## src/rtl/multi_cycle_controller_pkg.sv

```systemverilog
// mips_pkg: shared states, opcodes, functs and select encodings
// for the multicycle MIPS controller. HALT exists only with ILLEGAL_TRAP_EN.
package mips_pkg;

   typedef enum logic [3:0] {
      S_FETCH   = 4'd0,
      S_DECODE  = 4'd1,
      S_MEM_ADR = 4'd2,
      S_MEM_RD  = 4'd3,
      S_MEM_WB  = 4'd4,
      S_MEM_WR  = 4'd5,
      S_EXEC    = 4'd6,
      S_SHIFT   = 4'd7,
      S_ALU_WB  = 4'd8,
      S_ADDI_EX = 4'd9,
      S_ADDI_WB = 4'd10,
      S_BRANCH  = 4'd11,
      S_JUMP    = 4'd12,
      S_JR      = 4'd13
`ifdef ILLEGAL_TRAP_EN
      , S_HALT  = 4'd14
`endif
   } state_t;

   localparam logic [5:0] OP_RTYPE = 6'b000000;
   localparam logic [5:0] OP_LW    = 6'b100011;
   localparam logic [5:0] OP_SW    = 6'b101011;
   localparam logic [5:0] OP_BEQ   = 6'b000100;
   localparam logic [5:0] OP_BNE   = 6'b000101;
   localparam logic [5:0] OP_ADDI  = 6'b001000;
   localparam logic [5:0] OP_J     = 6'b000010;

   localparam logic [5:0] FN_SLL = 6'b000000;
   localparam logic [5:0] FN_SRL = 6'b000010;
   localparam logic [5:0] FN_JR  = 6'b001000;
   localparam logic [5:0] FN_ADD = 6'b100000;
   localparam logic [5:0] FN_SUB = 6'b100010;
   localparam logic [5:0] FN_AND = 6'b100100;
   localparam logic [5:0] FN_OR  = 6'b100101;
   localparam logic [5:0] FN_SLT = 6'b101010;

   localparam logic [2:0] ALU_AND = 3'b000;
   localparam logic [2:0] ALU_OR  = 3'b001;
   localparam logic [2:0] ALU_ADD = 3'b010;
   localparam logic [2:0] ALU_SLL = 3'b011;
   localparam logic [2:0] ALU_SRL = 3'b100;
   localparam logic [2:0] ALU_SUB = 3'b110;
   localparam logic [2:0] ALU_SLT = 3'b111;

   localparam logic [1:0] SRCA_PC   = 2'd0;
   localparam logic [1:0] SRCA_REG1 = 2'd1;
   localparam logic [1:0] SRCA_REG2 = 2'd2;

   localparam logic [2:0] SRCB_REG2  = 3'd0;
   localparam logic [2:0] SRCB_FOUR  = 3'd1;
   localparam logic [2:0] SRCB_IMM   = 3'd2;
   localparam logic [2:0] SRCB_IMMSH = 3'd3;
   localparam logic [2:0] SRCB_SHAMT = 3'd4;

   localparam logic [1:0] PCS_ALU    = 2'd0;
   localparam logic [1:0] PCS_ALUREG = 2'd1;
   localparam logic [1:0] PCS_JUMP   = 2'd2;
   localparam logic [1:0] PCS_REG1   = 2'd3;

endpackage

```

## src/rtl/multi_cycle_controller_if.sv

```systemverilog
// Control bus between the multicycle controller and the MIPS datapath.
// master = controller (drives controls), slave = datapath (drives opcode/funct/zero).
interface multi_cycle_controller_if;

   logic [5:0] operation;
   logic [5:0] func;
   logic       zero;
   logic       pc_reg_we;
   logic       instr_reg_we;
   logic       instr_or_data;
   logic       mem_we;
   logic       reg_we;
   logic       reg_write_addr;
   logic       reg_write_data;
   logic [1:0] alu_src_a;
   logic [2:0] alu_src_b;
   logic [1:0] pc_src;
   logic [2:0] alu_controller;

   modport master (
      input  operation, func, zero,
      output pc_reg_we, instr_reg_we, instr_or_data,
      output mem_we, reg_we, reg_write_addr,
      output reg_write_data, alu_src_a, alu_src_b,
      output pc_src, alu_controller
   );

   modport slave (
      output operation, func, zero,
      input  pc_reg_we, instr_reg_we, instr_or_data,
      input  mem_we, reg_we, reg_write_addr,
      input  reg_write_data, alu_src_a, alu_src_b,
      input  pc_src, alu_controller
   );

endinterface

```

## src/rtl/multi_cycle_controller_alu_decoder.sv

```systemverilog
// alu_decoder: R-type funct -> ALU op, flags functs the controller
// cannot execute. Ports: func in, alu_op out, unknown out.
module alu_decoder
   import mips_pkg::*;
(
   input  logic [5:0] func,
   output logic [2:0] alu_op,
   output logic       unknown
);

   always_comb begin
      alu_op  = ALU_ADD;
      unknown = 1'b0;
      unique case (1'b1)
         (func == FN_ADD): alu_op = ALU_ADD;
         (func == FN_SUB): alu_op = ALU_SUB;
         (func == FN_AND): alu_op = ALU_AND;
         (func == FN_OR):  alu_op = ALU_OR;
         (func == FN_SLT): alu_op = ALU_SLT;
         (func == FN_SLL): alu_op = ALU_SLL;
         (func == FN_SRL): alu_op = ALU_SRL;
         (func == FN_JR):  alu_op = ALU_ADD;
         default:          unknown = 1'b1;
      endcase
   end

endmodule

```

## src/rtl/multi_cycle_controller.sv

```systemverilog
// multi_cycle_controller: multicycle MIPS control FSM (clk, rst, bus master,
// illegal_instr, state_o debug). Macro ILLEGAL_TRAP_EN enables HALT on illegal ops.
module multi_cycle_controller
   import mips_pkg::*;
#(
   parameter int STATE_W = 4
) (
   input  logic                   clk,
   input  logic                   rst,
   multi_cycle_controller_if.master bus,
   output logic                   illegal_instr,
   output logic [STATE_W-1:0]     state_o
);

   state_t     state, next;
   state_t     dec_next, bad_next;
   logic [2:0] fn_alu;
   logic       fn_bad;
   logic       op_r, fn_jr, fn_shift;

   logic       pc_we_c, ir_we_c, mem_we_c, reg_we_c;
   logic       iod_c, wa_c, wd_c;
   logic [1:0] src_a_c, pc_src_c;
   logic [2:0] src_b_c, alu_c;

   alu_decoder u_alu_dec (
      .func    (bus.func),
      .alu_op  (fn_alu),
      .unknown (fn_bad)
   );

   assign op_r     = (bus.operation == OP_RTYPE);
   assign fn_jr    = (bus.func == FN_JR);
   assign fn_shift = (bus.func == FN_SLL) ||
                     (bus.func == FN_SRL);

`ifdef ILLEGAL_TRAP_EN
   assign bad_next = S_HALT;
`else
   assign bad_next = S_FETCH;
`endif

   always_ff @(posedge clk or posedge rst) begin
      if (rst) state <= S_FETCH;
      else     state <= next;
   end

   always_comb begin
      dec_next = bad_next;
      unique case (1'b1)
         (bus.operation == OP_LW),
         (bus.operation == OP_SW):
            dec_next = S_MEM_ADR;
         (op_r && !fn_bad && fn_jr):
            dec_next = S_JR;
         (op_r && !fn_bad && fn_shift):
            dec_next = S_SHIFT;
         (op_r && !fn_bad && !fn_jr && !fn_shift):
            dec_next = S_EXEC;
         (bus.operation == OP_BEQ),
         (bus.operation == OP_BNE):
            dec_next = S_BRANCH;
         (bus.operation == OP_ADDI):
            dec_next = S_ADDI_EX;
         (bus.operation == OP_J):
            dec_next = S_JUMP;
         default:
            dec_next = bad_next;
      endcase
   end

   always_comb begin
      next = S_FETCH;
      unique case (state)
         S_FETCH:   next = S_DECODE;
         S_DECODE:  next = dec_next;
         S_MEM_ADR: next = (bus.operation == OP_SW) ?
                           S_MEM_WR : S_MEM_RD;
         S_MEM_RD:  next = S_MEM_WB;
         S_EXEC:    next = S_ALU_WB;
         S_SHIFT:   next = S_ALU_WB;
         S_ADDI_EX: next = S_ADDI_WB;
`ifdef ILLEGAL_TRAP_EN
         S_HALT:    next = S_HALT;
`endif
         default:   next = S_FETCH;
      endcase
   end

   always_comb begin
      pc_we_c  = 1'b0;
      ir_we_c  = 1'b0;
      mem_we_c = 1'b0;
      reg_we_c = 1'b0;
      iod_c    = 1'b0;
      wa_c     = 1'b0;
      wd_c     = 1'b0;
      src_a_c  = SRCA_PC;
      src_b_c  = SRCB_REG2;
      pc_src_c = PCS_ALU;
      alu_c    = ALU_ADD;
      unique case (state)
         S_FETCH: begin
            ir_we_c = 1'b1;
            pc_we_c = 1'b1;
            src_b_c = SRCB_FOUR;
         end
         S_DECODE: src_b_c = SRCB_IMMSH;
         S_MEM_ADR, S_ADDI_EX: begin
            src_a_c = SRCA_REG1;
            src_b_c = SRCB_IMM;
         end
         S_MEM_RD: iod_c = 1'b1;
         S_MEM_WB: begin
            reg_we_c = 1'b1;
            wd_c     = 1'b1;
         end
         S_MEM_WR: begin
            iod_c    = 1'b1;
            mem_we_c = 1'b1;
         end
         S_EXEC: begin
            src_a_c = SRCA_REG1;
            alu_c   = fn_alu;
         end
         S_SHIFT: begin
            src_a_c = SRCA_REG2;
            src_b_c = SRCB_SHAMT;
            alu_c   = fn_alu;
         end
         S_ALU_WB: begin
            reg_we_c = 1'b1;
            wa_c     = 1'b1;
         end
         S_ADDI_WB: reg_we_c = 1'b1;
         S_BRANCH: begin
            src_a_c  = SRCA_REG1;
            alu_c    = ALU_SUB;
            pc_src_c = PCS_ALUREG;
            // Mealy: branch resolves on the live zero flag
            pc_we_c  = ((bus.operation == OP_BEQ) && bus.zero) ||
                       ((bus.operation == OP_BNE) && !bus.zero);
         end
         S_JUMP: begin
            pc_src_c = PCS_JUMP;
            pc_we_c  = 1'b1;
         end
         S_JR: begin
            pc_src_c = PCS_REG1;
            pc_we_c  = 1'b1;
         end
         default: ;
      endcase
   end

   // Reset parks us in FETCH, whose enables must stay low until release
   assign bus.pc_reg_we      = pc_we_c  & ~rst;
   assign bus.instr_reg_we   = ir_we_c  & ~rst;
   assign bus.mem_we         = mem_we_c & ~rst;
   assign bus.reg_we         = reg_we_c & ~rst;
   assign bus.instr_or_data  = iod_c;
   assign bus.reg_write_addr = wa_c;
   assign bus.reg_write_data = wd_c;
   assign bus.alu_src_a      = src_a_c;
   assign bus.alu_src_b      = src_b_c;
   assign bus.pc_src         = pc_src_c;
   assign bus.alu_controller = alu_c;

`ifdef ILLEGAL_TRAP_EN
   assign illegal_instr = (state == S_HALT);
`else
   assign illegal_instr = 1'b0;
`endif

   assign state_o = STATE_W'(state);

endmodule

```

## src/flat_wrapper.sv

```systemverilog
// flat-port wrapper written by rule: the top's interface ports become plain ports
module multi_cycle_controller_flat import mips_pkg::*;
#(
   parameter int STATE_W = 4
)
  (clk, rst, illegal_instr, state_o, bus_operation, bus_func, bus_zero, bus_pc_reg_we, bus_instr_reg_we, bus_instr_or_data, bus_mem_we, bus_reg_we, bus_reg_write_addr, bus_reg_write_data, bus_alu_src_a, bus_alu_src_b, bus_pc_src, bus_alu_controller);
  multi_cycle_controller_if bus_i ();
  input  logic clk;
  input  logic rst;
  output logic illegal_instr;
  output logic [STATE_W-1:0] state_o;
  input wire logic [$bits(bus_i.operation)-1:0] bus_operation;
  input wire logic [$bits(bus_i.func)-1:0] bus_func;
  input wire logic [$bits(bus_i.zero)-1:0] bus_zero;
  output wire logic [$bits(bus_i.pc_reg_we)-1:0] bus_pc_reg_we;
  output wire logic [$bits(bus_i.instr_reg_we)-1:0] bus_instr_reg_we;
  output wire logic [$bits(bus_i.instr_or_data)-1:0] bus_instr_or_data;
  output wire logic [$bits(bus_i.mem_we)-1:0] bus_mem_we;
  output wire logic [$bits(bus_i.reg_we)-1:0] bus_reg_we;
  output wire logic [$bits(bus_i.reg_write_addr)-1:0] bus_reg_write_addr;
  output wire logic [$bits(bus_i.reg_write_data)-1:0] bus_reg_write_data;
  output wire logic [$bits(bus_i.alu_src_a)-1:0] bus_alu_src_a;
  output wire logic [$bits(bus_i.alu_src_b)-1:0] bus_alu_src_b;
  output wire logic [$bits(bus_i.pc_src)-1:0] bus_pc_src;
  output wire logic [$bits(bus_i.alu_controller)-1:0] bus_alu_controller;
  assign bus_i.operation = bus_operation;
  assign bus_i.func = bus_func;
  assign bus_i.zero = bus_zero;
  assign bus_pc_reg_we = bus_i.pc_reg_we;
  assign bus_instr_reg_we = bus_i.instr_reg_we;
  assign bus_instr_or_data = bus_i.instr_or_data;
  assign bus_mem_we = bus_i.mem_we;
  assign bus_reg_we = bus_i.reg_we;
  assign bus_reg_write_addr = bus_i.reg_write_addr;
  assign bus_reg_write_data = bus_i.reg_write_data;
  assign bus_alu_src_a = bus_i.alu_src_a;
  assign bus_alu_src_b = bus_i.alu_src_b;
  assign bus_pc_src = bus_i.pc_src;
  assign bus_alu_controller = bus_i.alu_controller;
  multi_cycle_controller #(.STATE_W(STATE_W)) u_core (.clk(clk), .rst(rst), .bus(bus_i), .illegal_instr(illegal_instr), .state_o(state_o));
endmodule
```

## config.mk

```make
export PLATFORM = sky130hd
export DESIGN_NAME = multi_cycle_controller_flat
export DESIGN_NICKNAME = d
export VERILOG_FILES = /design/src/rtl/multi_cycle_controller_pkg.sv /design/src/rtl/multi_cycle_controller_if.sv /design/src/rtl/multi_cycle_controller_alu_decoder.sv /design/src/rtl/multi_cycle_controller.sv /design/src/flat_wrapper.sv
export SDC_FILE = /design/constraint.sdc
export NUM_CORES = 1
export LEC_CHECK = 0
export CAP_MARGIN = 5
export CORE_ASPECT_RATIO = 1.5
export CORE_MARGIN = 8
export CORE_UTILIZATION = 35
export DETAILED_ROUTE_END_ITERATION = 6
export PLACE_DENSITY = 0.71
export SETUP_SLACK_MARGIN = 0.5
export SLEW_MARGIN = 20
export SYNTH_ARGS = -nofsm -noshare
export SYNTH_HDL_FRONTEND = slang
export SYNTH_SLANG_ARGS = --single-unit
```

## constraint.sdc

```tcl
create_clock -name clk -period 1.5 [get_ports clk]
set_clock_uncertainty 0.05 [all_clocks]
set_input_delay 0.225 -clock clk [delete_from_list [all_inputs] [get_ports clk]]
set_output_delay 0.225 -clock clk [all_outputs]
set_load 0.03 [all_outputs]
```

==> flow_summary.toml, run 1 <==
[yosys]
ys_types = 47
yosysSeqAreaShare_pct = 13.3
synth-edff-count = 0
ys_ff_latch = 4
synth_flop_cell = "dfrtp_1"
synthTopCellsByArea = "dfrtp_1 (13%), nor2_1 (8.0%), nor3_1 (4.7%)"
yosysWarnings = 0
syn_avg_cell_area_sq_um = 7.16
ys_async_sr_fraction_pct = 100
yosysTopAreaCellShare_pct = 13.3
syn_area_sq_um = 752
syn_nets = 120
syn-instance-count = 105
yosys.area.top_type = "dfrtp_1"

[clocking]
cts_max_path_buffers = 2
ctsHoldBuffers = 0
cts_root_buffer = "clkbuf_4"
numCtsBuffers = 3
cts.sinks = 4
cts_htree_levels = 1

[run_status]
error_line = "[ERROR DPL-0033] detailed placement checks failed during check placement."
status = "did not finish"
lastStage = "global routing (5_1_grt)"

[timing]
postGrtWorstEndpoint = "bus_pc_reg_we"
worstEpCategory = "primary output"

[global_route]
grt_max_degree = 9
antenna_found_initial = 0

[place]
placed_area_sq_um = 1470
io_buffers = 35
gp_congestion = 0.908
dp_hpwl_mm = 2.35

[die]
io_pins = 37
initial_core_util_pct = 37.1
die_w_microns = 53.8
die_y_microns = 72.8
num_rows = 20
[Yosys cell counts, types with 3 or more instances]
master / instances
and3_1: 3
buf_4: 3
dfrtp_1: 4
nor3b_1: 3
a41oi_1: 3
nor3_1: 7
o21ai_0: 3
nand2_1: 8
inv_1: 3
a21oi_1: 4
xor2_1: 3
nor4_1: 4
nor2_1: 16
[metrics by stage]
step	instances	utilization, %	worst slack [ps]	TNS, ps	hold slack [ps]
global placement	194	72.3	-410	-2380	528
detailed placement	194	72.3	-457	-2680	521
CTS	202	89.3	-285	-2640	513
floorplan	105	-	-229	-784	-58.9
[logic make-up after synthesis]
family | synth area share, %
AND/OR/NAND/NOR | 52.4
AO/OA/AOI/OAI | 22.3
buffers and inverters | 7.99
flip-flops | 13.3
XOR/XNOR | 3.49
other | 0.499
[timing repair]
| action | in CTS |
|---|---|
| resized for setup | 91 |
| endpoints found under the setup margin | 25 |
| gates cloned | 0 |
| buffers inserted | 5 |
| pin swaps | 17 |
==> run 2: changes to the inputs <==
- CORE_ASPECT_RATIO: 1.5 -> unset
- CORE_UTILIZATION: 35 -> 20
- PLACE_DENSITY: 0.71 -> unset
- PLACE_DENSITY_LB_ADDON: unset -> 0.15
- SETUP_SLACK_MARGIN: 0.5 -> unset
==> run 2 against run 1 <==
The flow now finishes, with violations (negative setup slack). Synthesized cell count stayed put. Area after synthesis did not move.
==> flow_summary.toml, run 2 <==
[detailed_routing]
wl_per_cell_microns = 14.1
drc = 0
initialDrtViolationCount = 46
dr.pass1.iters = 3
detail_route.vias_per_cell = 4.78
wl_met2_mm = 1.69
vias = 1100
wirelength_mm = 3.24
postRouteAntennaNets = 0
wl_met1_mm = 1.34
top_layer = "met4"
wl_met3_microns = 137

[global_route]
grtUsageTotal_pct = 10.2
antenna_found_initial = 0
grt_max_degree = 9
grt_pass1_wl_mm = 5.18
first_global_vias = 1135
grt_overflow_total = 0

[run_status]
status = "complete, but fails checks"
violations = "negative setup slack"

[pwr]
sequentialPowerShare_pct = 8.7
combinationalPowerShare_pct = 82.4
vdd_drop_max_mv = 0.380
power_density_nw_per_um2 = 1370
p_clk_share_pct = 8.9
power.net_switching_uw = 1190
p_leak_uw = 0.000804
switching_share_pct = 47.9
intPower_uw = 1290

[die]
dieArea_sq_um = 5980
io_pins = 37
die_w_microns = 77.3
initial_core_util_pct = 20.7
core_sq_um = 3630
die_y_microns = 77.3
num_rows = 22

[worst_setup_path]
crit_family = "simple AND/OR/NAND/NOR gates"
crit_required_ps = 1220
regToRegEndpoint = "u_core.state_o[2]"
cp_num_buf_inv = 1
r2r_slack_ps = -60
critPathKind = "reg -> out"
path_cells = "or3_4 -> a21oi_4 -> a41oi_2 -> nor2_2 -> buf_6"
cp_slowest_cell = "dfrtp_2"
endpoint_kind = "output port"
max_stage_delay_ps = 430
arrival_ps = 1510
cp_max_fo = 5
critPathLaunchType = "flip-flop"
path_depth = 5
worstRegToRegCells = 7
r2r-start = "u_core.state_o[3]"

[timing]
rsz0062_at_grt = "yes"
hold_viol = 0
fin_crit_sh_pct = 119
fmax_mhz = 560
worst_slack_ps = -286
maxSlewViolCount = 0
setup_viol = 18
period_minus_slack_ps = 1790

[yosys]
syn-instance-count = 105
syn_area_sq_um = 752
yosysWarnings = 0
synthTopCellsByArea = "dfrtp_1 (13%), nor2_1 (8.0%), nor3_1 (4.7%)"
syn_avg_cell_area_sq_um = 7.16
ys_types = 47
syn_nets = 120
yosys.area.top_type = "dfrtp_1"
ys_ff_latch = 4
yosysSeqAreaShare_pct = 13.3
synth-edff-count = 0
yosysTopAreaCellShare_pct = 13.3
synth_flop_cell = "dfrtp_1"
synth_most_common_cell = "nor2_1"
synth_commonest_cells = "nor2_1 (16), nand2_1 (8), nor3_1 (7)"
ys_async_sr_fraction_pct = 100

[run]
cap_viol_max_count = 0

[cells_and_area]
fin_cells = 230
seqCellArea_sq_um = 105
utilization_pct = 49.7
nFillCells = 365
diodes = 0
finalNetCount = 199
largest_reg_flops = 4
multi_input_area_sq_um = 855
drive_gt1_share_pct = 67.6
layout_common_cells = "buf_4 (42), buf_6 (24), nor2_1 (7), nand2_1 (7), dlygate4sd2_1 (6)"
syn_to_final_growth_pct = 140
layout_commonest_cell = "buf_4"

[clocking]
cts_htree_levels = 1
ctsHoldBuffers = 0
cts.sinks = 4
cts_tree = "yes"
numCtsBuffers = 3
cts_root_buffer = "clkbuf_8"
path_clk_slew_ps = 30
clk_latency_ps = 210
cts_max_path_buffers = 2

[place]
io_buffers = 35
gp_congestion = 0.789
dp_hpwl_mm = 2.55
dp_cells = 220

[worst_hold_path]
hold_class = "in -> async"
run 2: cell counts after synthesis:
Identical to the previous run, type by type.
run 2: cell families after synthesis:
kind of cell / count (synthesis) / synth area share (%)
AO/OA/AOI/OAI: 23 / 22.3
XOR/XNOR: 3 / 3.49
AND/OR/NAND/NOR: 64 / 52.4
flip-flops: 4 / 13.3
other: 1 / 0.499
buffers and inverters: 10 / 7.99
run 2: worst reg2reg max path, stage by stage (launching register included):
cell     delay, ps
dfrtp_2        450
buf_6          140
buf_6          110
nor2_4         100
buf_6          110
nand2_4         40
or4_1          400
nand3_1         90
run 2: repair_timing:
item | 4_1_cts | 5_1_grt
setup endpoints to repair | 21 | 21
pin swaps | 9 | 12
setup buffers | 7 | 2
resized for setup | 55 | 27
run 2: final cells by class:
type | instances | area share [%]
Clock buffer | 3 | 2.29
Inverter | 3 | 0.902
Multi-Input combinational cell | 91 | 47.4
Sequential cell | 4 | 5.83
Tap cell | 48 | 3.33
Timing Repair Buffer | 81 | 40.3
run 2: how the worst max path moves through the flow:
stage                            from                    end  slack, ps
floorplan           u_core.state_o[3]          bus_pc_reg_we       -230
global placement          bus_func[5]  bus_alu_controller[2]       -450
detailed placement        bus_func[5]  bus_alu_controller[2]       -510
CTS                 u_core.state_o[2]          bus_pc_reg_we       -300
global route        u_core.state_o[3]          bus_pc_reg_we       -330
finish              u_core.state_o[2]          bus_pc_reg_we       -290
run 2: per-layer routing:
metal	up-vias	GRT usage [%]
li1	544	-
met1	516	10.6
met4	0	5.09
met3	9	2.10
met5	-	0
met2	31	18.8
run 2: power by group through the flow:
stage	Sequential [uW]	Clock [uW]	Combinational, uW
2_1_floorplan	277	0	944
3_3_place_gp	225	0	1590
3_5_place_dp	229	0	1610
4_1_cts	211	226	1930
5_1_grt	221	233	2170
6_report	216	221	2040
run 2: per-stage QoR:
step	hold WS, ps	instance area, sq um	power (uW)	setup slack [ps]	setup TNS [ps]
floorplan	-58.9	876	1220	-229	-516
global placement	557	1460	1820	-452	-2500
detailed placement	554	1460	1840	-508	-2640
CTS	339	1710	2370	-297	-2530
global route	378	1800	2630	-326	-3150
finish	333	1800	2480	-286	-2210
(Power assumes the default switching activity.)
